### src/rtl/routing_pkg.sv
// Shared types and widths for the routing lookup arbiter: FSM states,
// default engine latency and response field widths.
package routing_pkg;
    typedef enum logic [1:0] {
        RUN   = 2'd0,
        DRAIN = 2'd1,
        INIT  = 2'd2
    } arb_state_t;

    localparam int ENG_LAT_DEFAULT = 3;
    localparam int IP_WIDTH        = 32;
    localparam int PORT_WIDTH      = 16;
    localparam int QP_WIDTH        = 16;
endpackage

### src/rtl/routing_lookup_arbiter_if.sv
// Requester-side and engine-side buses of the routing lookup arbiter.
// slave is the arbiter's view; master is the requesters/engine environment.
interface routing_lookup_arbiter_if #(
    parameter int NUM_REQ = 4
);
    import routing_pkg::*;

    logic [NUM_REQ-1:0]          req_valid;
    logic [NUM_REQ*IP_WIDTH-1:0] req_dst_ip;
    logic [NUM_REQ-1:0]          req_ready;
    logic [NUM_REQ-1:0]          rsp_valid;
    logic                        rsp_found;
    logic [PORT_WIDTH-1:0]       rsp_out_port;
    logic [QP_WIDTH-1:0]         rsp_out_qp;
    logic [IP_WIDTH-1:0]         rsp_next_hop_ip;

    logic                        eng_lookup_valid;
    logic [IP_WIDTH-1:0]         eng_lookup_dst_ip;
    logic                        eng_resp_valid;
    logic                        eng_resp_found;
    logic [PORT_WIDTH-1:0]       eng_resp_out_port;
    logic [QP_WIDTH-1:0]         eng_resp_out_qp;
    logic [IP_WIDTH-1:0]         eng_resp_next_hop_ip;
    logic                        eng_init_mode;

    modport master (
        output req_valid, req_dst_ip,
        output eng_resp_valid, eng_resp_found, eng_resp_out_port, eng_resp_out_qp, eng_resp_next_hop_ip,
        input  req_ready, rsp_valid, rsp_found, rsp_out_port, rsp_out_qp, rsp_next_hop_ip,
        input  eng_lookup_valid, eng_lookup_dst_ip, eng_init_mode
    );

    modport slave (
        input  req_valid, req_dst_ip,
        input  eng_resp_valid, eng_resp_found, eng_resp_out_port, eng_resp_out_qp, eng_resp_next_hop_ip,
        output req_ready, rsp_valid, rsp_found, rsp_out_port, rsp_out_qp, rsp_next_hop_ip,
        output eng_lookup_valid, eng_lookup_dst_ip, eng_init_mode
    );
endinterface

### src/rtl/rr_arbiter.sv
// Single-cycle round-robin arbiter; the priority pointer moves past the
// granted index only when advance is asserted.
module rr_arbiter
    import routing_pkg::*;
#(
    parameter int NUM_REQ = 4,
    parameter int IDX_W   = $clog2(NUM_REQ)
) (
    input  logic               clk,
    input  logic               rst,
    input  logic [NUM_REQ-1:0] req,
    input  logic               en,
    input  logic               advance,
    output logic [NUM_REQ-1:0] grant,
    output logic [IDX_W-1:0]   grant_idx
);
    logic [IDX_W-1:0]   ptr_reg;
    logic [NUM_REQ-1:0] upper_mask;
    logic [NUM_REQ-1:0] upper_req;
    logic [NUM_REQ-1:0] pick_vec;

    genvar gi;
    generate
        for (gi = 0; gi < NUM_REQ; gi++) begin : g_mask
            assign upper_mask[gi] = (IDX_W'(gi) >= ptr_reg);
        end
    endgenerate

    // Requests at or above the pointer win; otherwise wrap to the lowest index.
    assign upper_req = req & upper_mask;
    assign pick_vec  = (|upper_req) ? upper_req : req;

    always_comb begin
        grant_idx = '0;
        for (int k = NUM_REQ - 1; k >= 0; k--) begin
            if (pick_vec[k]) begin
                grant_idx = k[IDX_W-1:0];
            end
        end
        grant = '0;
        if (en && (|req)) begin
            grant[grant_idx] = 1'b1;
        end
    end

    always_ff @(posedge clk) begin
        if (rst) begin
            ptr_reg <= '0;
        end else if (advance) begin
            ptr_reg <= (grant_idx == IDX_W'(NUM_REQ - 1)) ? '0 : grant_idx + 1'b1;
        end
    end
endmodule

### src/rtl/routing_lookup_arbiter.sv
// Arbitrates requester lookups onto one routing engine, tracks in-flight tags
// and handles the drain/init handshake. ROUTE_ARB_STATS_EN adds grant/miss counters.
module routing_lookup_arbiter
    import routing_pkg::*;
#(
    parameter int NUM_REQ = 4,
    parameter int ENG_LAT = ENG_LAT_DEFAULT
) (
    input  logic                      clk,
    input  logic                      rst,
    routing_lookup_arbiter_if.slave   bus,
    input  logic                      cfg_init_req,
    output logic                      cfg_init_ack,
    output logic                      err_orphan
`ifdef ROUTE_ARB_STATS_EN
    ,
    input  logic                      stat_clr,
    output logic [NUM_REQ*32-1:0]     stat_grant_cnt,
    output logic [31:0]               stat_miss_cnt
`endif
);
    localparam int IDX_W = $clog2(NUM_REQ);

    arb_state_t          state_reg, state_next;
    logic [NUM_REQ-1:0]  grant;
    logic [IDX_W-1:0]    grant_idx;
    logic                grant_en, accept;
    logic [IP_WIDTH-1:0] req_ip [NUM_REQ];

    logic                tag_valid_reg [ENG_LAT];
    logic [IDX_W-1:0]    tag_idx_reg   [ENG_LAT];
    logic                tags_empty, last_valid, deliver;
    logic [IDX_W-1:0]    last_idx;

    logic [NUM_REQ-1:0]    rsp_valid_reg;
    logic                  rsp_found_reg;
    logic [PORT_WIDTH-1:0] rsp_out_port_reg;
    logic [QP_WIDTH-1:0]   rsp_out_qp_reg;
    logic [IP_WIDTH-1:0]   rsp_next_hop_ip_reg;
    logic                  err_orphan_reg;

    genvar gi;
    generate
        for (gi = 0; gi < NUM_REQ; gi++) begin : g_ip
            assign req_ip[gi] = bus.req_dst_ip[gi*IP_WIDTH +: IP_WIDTH];
        end
    endgenerate

    // A pending init request beats any same-cycle lookup request.
    assign grant_en = (state_reg == RUN) && !cfg_init_req && !rst;
    assign accept   = |grant;

    rr_arbiter #(.NUM_REQ(NUM_REQ)) u_rr (
        .clk       (clk),
        .rst       (rst),
        .req       (bus.req_valid),
        .en        (grant_en),
        .advance   (accept),
        .grant     (grant),
        .grant_idx (grant_idx)
    );

    assign bus.req_ready         = grant;
    assign bus.eng_lookup_valid  = accept;
    assign bus.eng_lookup_dst_ip = accept ? req_ip[grant_idx] : '0;

    always_ff @(posedge clk) begin
        if (rst) begin
            for (int k = 0; k < ENG_LAT; k++) begin
                tag_valid_reg[k] <= 1'b0;
                tag_idx_reg[k]   <= '0;
            end
        end else begin
            tag_valid_reg[0] <= accept;
            tag_idx_reg[0]   <= grant_idx;
            for (int k = 1; k < ENG_LAT; k++) begin
                tag_valid_reg[k] <= tag_valid_reg[k-1];
                tag_idx_reg[k]   <= tag_idx_reg[k-1];
            end
        end
    end

    always_comb begin
        tags_empty = 1'b1;
        for (int k = 0; k < ENG_LAT; k++) begin
            if (tag_valid_reg[k]) begin
                tags_empty = 1'b0;
            end
        end
    end

    assign last_valid = tag_valid_reg[ENG_LAT-1];
    assign last_idx   = tag_idx_reg[ENG_LAT-1];
    assign deliver    = bus.eng_resp_valid && last_valid;

    always_ff @(posedge clk) begin
        if (rst) begin
            state_reg <= RUN;
        end else begin
            state_reg <= state_next;
        end
    end

    always_comb begin
        state_next = state_reg;
        case (state_reg)
            RUN:     if (cfg_init_req) state_next = DRAIN;
            DRAIN:   if (tags_empty)   state_next = INIT;
            INIT:    if (!cfg_init_req) state_next = RUN;
            default: state_next = RUN;
        endcase
    end

    // A response without a tag, or a tag without a response, is an orphan.
    always_ff @(posedge clk) begin
        if (rst) begin
            rsp_valid_reg       <= '0;
            rsp_found_reg       <= 1'b0;
            rsp_out_port_reg    <= '0;
            rsp_out_qp_reg      <= '0;
            rsp_next_hop_ip_reg <= '0;
            err_orphan_reg      <= 1'b0;
        end else begin
            rsp_valid_reg <= '0;
            if (deliver) begin
                rsp_valid_reg[last_idx] <= 1'b1;
                rsp_found_reg           <= bus.eng_resp_found;
                rsp_out_port_reg        <= bus.eng_resp_out_port;
                rsp_out_qp_reg          <= bus.eng_resp_out_qp;
                rsp_next_hop_ip_reg     <= bus.eng_resp_next_hop_ip;
            end
            if (bus.eng_resp_valid != last_valid) begin
                err_orphan_reg <= 1'b1;
            end
        end
    end

    assign bus.rsp_valid       = rst ? '0 : rsp_valid_reg;
    assign bus.rsp_found       = rsp_found_reg && !rst;
    assign bus.rsp_out_port    = rst ? '0 : rsp_out_port_reg;
    assign bus.rsp_out_qp      = rst ? '0 : rsp_out_qp_reg;
    assign bus.rsp_next_hop_ip = rst ? '0 : rsp_next_hop_ip_reg;
    assign bus.eng_init_mode   = (state_reg == INIT) && !rst;
    assign cfg_init_ack        = (state_reg == INIT) && !rst;
    assign err_orphan          = err_orphan_reg && !rst;

`ifdef ROUTE_ARB_STATS_EN
    logic [31:0] grant_cnt_reg [NUM_REQ];
    logic [31:0] miss_cnt_reg;

    generate
        for (gi = 0; gi < NUM_REQ; gi++) begin : g_stat
            always_ff @(posedge clk) begin
                if (rst || stat_clr) begin
                    grant_cnt_reg[gi] <= '0;
                end else if (grant[gi] && (grant_cnt_reg[gi] != 32'hFFFF_FFFF)) begin
                    grant_cnt_reg[gi] <= grant_cnt_reg[gi] + 32'd1;
                end
            end
            assign stat_grant_cnt[gi*32 +: 32] = rst ? '0 : grant_cnt_reg[gi];
        end
    endgenerate

    always_ff @(posedge clk) begin
        if (rst || stat_clr) begin
            miss_cnt_reg <= '0;
        end else if (deliver && !bus.eng_resp_found && (miss_cnt_reg != 32'hFFFF_FFFF)) begin
            miss_cnt_reg <= miss_cnt_reg + 32'd1;
        end
    end
    assign stat_miss_cnt = rst ? '0 : miss_cnt_reg;
`endif
endmodule

### src/flat_wrapper.sv
// flat-port wrapper written by rule: the top's interface ports become plain ports
module routing_lookup_arbiter_flat import routing_pkg::*;
#(
    parameter int NUM_REQ = 4,
    parameter int ENG_LAT = ENG_LAT_DEFAULT
)
  (clk, rst, cfg_init_req, cfg_init_ack, err_orphan, bus_req_valid, bus_req_dst_ip, bus_eng_resp_valid, bus_eng_resp_found, bus_eng_resp_out_port, bus_eng_resp_out_qp, bus_eng_resp_next_hop_ip, bus_req_ready, bus_rsp_valid, bus_rsp_found, bus_rsp_out_port, bus_rsp_out_qp, bus_rsp_next_hop_ip, bus_eng_lookup_valid, bus_eng_lookup_dst_ip, bus_eng_init_mode);
  routing_lookup_arbiter_if #(.NUM_REQ(NUM_REQ)) bus_i ();
  input  logic clk;
  input  logic rst;
  input  logic cfg_init_req;
  output logic cfg_init_ack;
  output logic err_orphan;
  input wire logic [$bits(bus_i.req_valid)-1:0] bus_req_valid;
  input wire logic [$bits(bus_i.req_dst_ip)-1:0] bus_req_dst_ip;
  input wire logic [$bits(bus_i.eng_resp_valid)-1:0] bus_eng_resp_valid;
  input wire logic [$bits(bus_i.eng_resp_found)-1:0] bus_eng_resp_found;
  input wire logic [$bits(bus_i.eng_resp_out_port)-1:0] bus_eng_resp_out_port;
  input wire logic [$bits(bus_i.eng_resp_out_qp)-1:0] bus_eng_resp_out_qp;
  input wire logic [$bits(bus_i.eng_resp_next_hop_ip)-1:0] bus_eng_resp_next_hop_ip;
  output wire logic [$bits(bus_i.req_ready)-1:0] bus_req_ready;
  output wire logic [$bits(bus_i.rsp_valid)-1:0] bus_rsp_valid;
  output wire logic [$bits(bus_i.rsp_found)-1:0] bus_rsp_found;
  output wire logic [$bits(bus_i.rsp_out_port)-1:0] bus_rsp_out_port;
  output wire logic [$bits(bus_i.rsp_out_qp)-1:0] bus_rsp_out_qp;
  output wire logic [$bits(bus_i.rsp_next_hop_ip)-1:0] bus_rsp_next_hop_ip;
  output wire logic [$bits(bus_i.eng_lookup_valid)-1:0] bus_eng_lookup_valid;
  output wire logic [$bits(bus_i.eng_lookup_dst_ip)-1:0] bus_eng_lookup_dst_ip;
  output wire logic [$bits(bus_i.eng_init_mode)-1:0] bus_eng_init_mode;
  assign bus_i.req_valid = bus_req_valid;
  assign bus_i.req_dst_ip = bus_req_dst_ip;
  assign bus_i.eng_resp_valid = bus_eng_resp_valid;
  assign bus_i.eng_resp_found = bus_eng_resp_found;
  assign bus_i.eng_resp_out_port = bus_eng_resp_out_port;
  assign bus_i.eng_resp_out_qp = bus_eng_resp_out_qp;
  assign bus_i.eng_resp_next_hop_ip = bus_eng_resp_next_hop_ip;
  assign bus_req_ready = bus_i.req_ready;
  assign bus_rsp_valid = bus_i.rsp_valid;
  assign bus_rsp_found = bus_i.rsp_found;
  assign bus_rsp_out_port = bus_i.rsp_out_port;
  assign bus_rsp_out_qp = bus_i.rsp_out_qp;
  assign bus_rsp_next_hop_ip = bus_i.rsp_next_hop_ip;
  assign bus_eng_lookup_valid = bus_i.eng_lookup_valid;
  assign bus_eng_lookup_dst_ip = bus_i.eng_lookup_dst_ip;
  assign bus_eng_init_mode = bus_i.eng_init_mode;
  routing_lookup_arbiter #(.NUM_REQ(NUM_REQ), .ENG_LAT(ENG_LAT)) u_core (.clk(clk), .rst(rst), .bus(bus_i), .cfg_init_req(cfg_init_req), .cfg_init_ack(cfg_init_ack), .err_orphan(err_orphan));
endmodule
### config.mk
export PLATFORM = sky130hd
export DESIGN_NAME = routing_lookup_arbiter_flat
export DESIGN_NICKNAME = d
export VERILOG_FILES = /design/src/rtl/routing_pkg.sv /design/src/rtl/routing_lookup_arbiter_if.sv /design/src/rtl/rr_arbiter.sv /design/src/rtl/routing_lookup_arbiter.sv /design/src/flat_wrapper.sv
export SDC_FILE = /design/constraint.sdc
export NUM_CORES = 1
export LEC_CHECK = 0
export BUFFER_PORTS_ARGS = -buffer_cell sky130_fd_sc_hd__clkbuf_2
export CAP_MARGIN = 20
export CORE_AREA = 2 2 119 121
export DETAILED_ROUTE_END_ITERATION = 8
export DIE_AREA = 0 0 121 123
export GPL_TIMING_DRIVEN = 0
export HOLD_SLACK_MARGIN = 0.15
export PLACE_DENSITY = 0.66
export SLEW_MARGIN = 20
export SYNTH_ARGS = -nofsm -noshare
export SYNTH_HDL_FRONTEND = slang
export SYNTH_SLANG_ARGS = --single-unit
### constraint.sdc
create_clock -name clk -period 3.2 [get_ports clk]
set_clock_uncertainty 0.1 [all_clocks]
set_input_delay 0.32 -clock clk [delete_from_list [all_inputs] [get_ports clk]]
set_output_delay 0.32 -clock clk [all_outputs]
set_load 0.03 [all_outputs]
==> metrics.txt <==
drt pass-1 iters 4; Die Wd roughly 120 um; Fmax between 0.3 and 0.4 GHz; GRT overflow 0; R2R depth 8; Crit Path Category flip-flop to output pin; post-synthesis sequential area ratio between 30 and 40%; DR vias/cell around 4.6; core box area between 10000 and 15000 um2; Worst Hold Class primary input to flip-flop; ANT cells 0; Largest register FFs 32; Mapped Area around 4400 um2; IO Port Bufs between 300 and 400; routed vias 4794; DR WL/cell 15.28 um; Final Critical Period 3087 ps; Finish-stage setup viols 0; Cell Count, Final, Fillers Out a little over 1000; CP Launch Type flip-flop; Peak VDD IR between 200 and 250 uV; placed insts 963; clock slew at the register clock pins of the worst setup and hold paths around 60 ps; synthesis warning total 0; Final nets ~1100; final hold vios 0; LEAKAGE ~3.3 nW; WL final roughly 16000 um; CP startpoint u_core.u_rr.ptr_reg[1]$_SDFFE_PP0P_; Area contributors post-synth dfxtp_1, mux2i_1, nor2b_1; Fillers 1298; Worst R2R Start u_core.u_rr.ptr_reg[1]$_SDFFE_PP0P_; worst reg2reg endpoint u_core.u_rr.ptr_reg[0]$_SDFFE_PP0P_; largest area contributor in the netlist dfxtp_1; MaxCap Viol Count 0; flops & latches, synth 83; hpwl dp between 10000 and 15000 um; Initial Utilization between 30% and 40%; most frequent cells in the layout clkbuf_2, mux2i_1, dfxtp_1; pwr/cell area between 300 and 400 nW/um2; commonest non-fill, non-tap cell in the layout clkbuf_2; largest net degree at the start of global routing 21; vias in the first global route 4646; Critical Path End bus_eng_lookup_dst_ip[7]; Setup crit end kind output pin; Clock Sink Count between 80 and 90; Post-route DRC 0; Final Max Tran Viols 0; GP Congestion ~0.90; Tcrit/Tclk final between 90% and 100%; Post-Syn Instances 474; max_slew headroom 47.69%; Top-Level Pins 310; CTS buffer count 9; Final ANT Viol Nets 0; run status finished clean; drt initial violations about 130; Mean Syn Cell Area 9.368 um2; area grow syn2layout 61.71%; Final Power 2.641 mW; Yosys cell types 33; CP arrival 2670 ps; clk buf depth 2; TritonCTS clock tree yes; Slew @ Worst Pin just under 800 ps; CP max FO 10; Die Span Y ~120 um; Total Routing Usage GR approximately 20%; Synth Net Count between 600 and 700; Reg2Reg Setup Slack just under 900 ps; H-tree depth 3; initial antenna violation count 0; layout cell share with drive strength beyond 1 a little over two fifths; area share of the largest cell type after synthesis between 30% and 40%; DIE AREA between 10000 and 15000 um2; Clock Latency Late Sink 330 ps; WP data required 2780 ps; global-route wire length before repair between 20000 and 25000 um; CTS root buffer clkbuf_16; Rows 43
==> per-layer routing <==
layer	global-route usage [%]	vias up	part of all wire [%]
met5	0	-	0
met4	8.721	0	3.2
met3	5.766	30	8.3
met2	36.87	214	50
met1	21.44	2170	38
li1	-	2380	-
==> synthesized netlist by cell type <==
cell / number
nor4_1: 3
buf_4: 4
o22ai_1: 31
nor2b_1: 77
ha_1: 5
a211oi_1: 1
nor4b_1: 1
buf_2: 5
and3b_1: 1
dfxtp_1: 83
nand2b_1: 2
nand2_4: 1
and2_1: 4
or4_4: 1
o2bb2a_1: 1
o21ai_1: 1
nand3b_1: 1
a311o_1: 1
buf_1: 8
nand2_1: 1
o22ai_2: 1
nor2_1: 75
a21oi_1: 4
nand2b_2: 1
mux2i_1: 131
and3_1: 1
nor3b_1: 2
inv_1: 3
nor3_4: 1
inv_2: 1
clkbuf_1: 15
nor3_1: 1
buf_6: 6
==> critical path, cell delays in order (launching register included) <==
cell and delay, ps:
dfxtp_4 380, mux2i_1 190, nor2_1 50, a311o_2 370, inv_2 100, ha_2 210, nor4_4 60, nor3_4 260
nand2_4 130, buf_6 160, o22ai_1 190, clkbuf_2 240
==> report_power, final <==
group,switching [mW],internal [mW]
Clock,0.396,0.537
Combinational,0.328,0.317
Sequential,0.0107,1.05
==> logic make-up (layout without fill, tap and decap cells) <==
logic type / after synthesis / in the layout / synth area share (%)
simple gates: 173 / 173 / 20.77
mux: 131 / 131 / 29.53
flops: 83 / 83 / 37.42
buf+inv: 42 / 425 / 5.043
compound gates: 40 / 40 / 5.833
fa+ha+maj: 5 / 5 / 1.409
==> cell type report <==
type	instances	area [um2]	area share [%]
Sequential cell	83	1665	23.19
Buffer	36	210.2	2.927
Tap cell	180	225.2	3.136
Clock inverter	5	30.03	0.4182
Timing Repair Buffer	370	2192	30.53
Clock buffer	10	239.0	3.328
Inverter	4	15.01	0.2091
Multi-Input combinational cell	349	2604	36.26
==> per-stage QoR <==
| step | utilization, % | setup slack [ps] | TNS (ps) | cell area (um2) | hold WS, ps |
|---|---|---|---|---|---|
| after floorplan | - | -3.193 | -86.22 | 4453 | 313.8 |
| after global placement | 45.73 | -309.6 | -8997 | 6225 | 318.5 |
| after detailed placement | 45.73 | -323.9 | -9573 | 6225 | 325.6 |
| after CTS | 52.25 | 14.03 | 0 | 7112 | 151.9 |
| after global routing | 52.75 | -1.122 | -1.658 | 7181 | 151.3 |
| final | 52.75 | 112.9 | 0 | 7181 | 148.8 |
==> timing repair <==
action | 4_1_cts | 5_1_grt
endpoints found under the setup margin | 33 | 31
resized for setup | 13 | 42
pin swaps | 2 | 2
hold buffers | 56 | 0
cloned | 0 | 1
hold endpoints to repair | 56 | 0
setup buffers | 3 | 1
==> worst min path at each step <==
stage | startpoint | end | slack [ps] | cells past startpoint
after floorplan | u_core.tag_idx_reg[0][0]$_SDFF_PP0_ | u_core.tag_idx_reg[0][2]$_SDFF_PP0_ | 310 | 1
after global placement | u_core.tag_idx_reg[0][1]$_SDFF_PP0_ | u_core.tag_idx_reg[0][3]$_SDFF_PP0_ | 320 | 1
after detailed placement | u_core.tag_idx_reg[0][1]$_SDFF_PP0_ | u_core.tag_idx_reg[0][3]$_SDFF_PP0_ | 330 | 1
after CTS | bus_eng_resp_found | u_core.rsp_found_reg$_SDFFE_PP0P_ | 150 | 3
after global routing | bus_eng_resp_next_hop_ip[13] | u_core.rsp_next_hop_ip_reg[13]$_SDFFE_PP0P_ | 150 | 3
final | bus_eng_resp_out_qp[15] | u_core.rsp_out_qp_reg[15]$_SDFFE_PP0P_ | 150 | 3
Note: power is estimated with default switching activity, not from simulation.
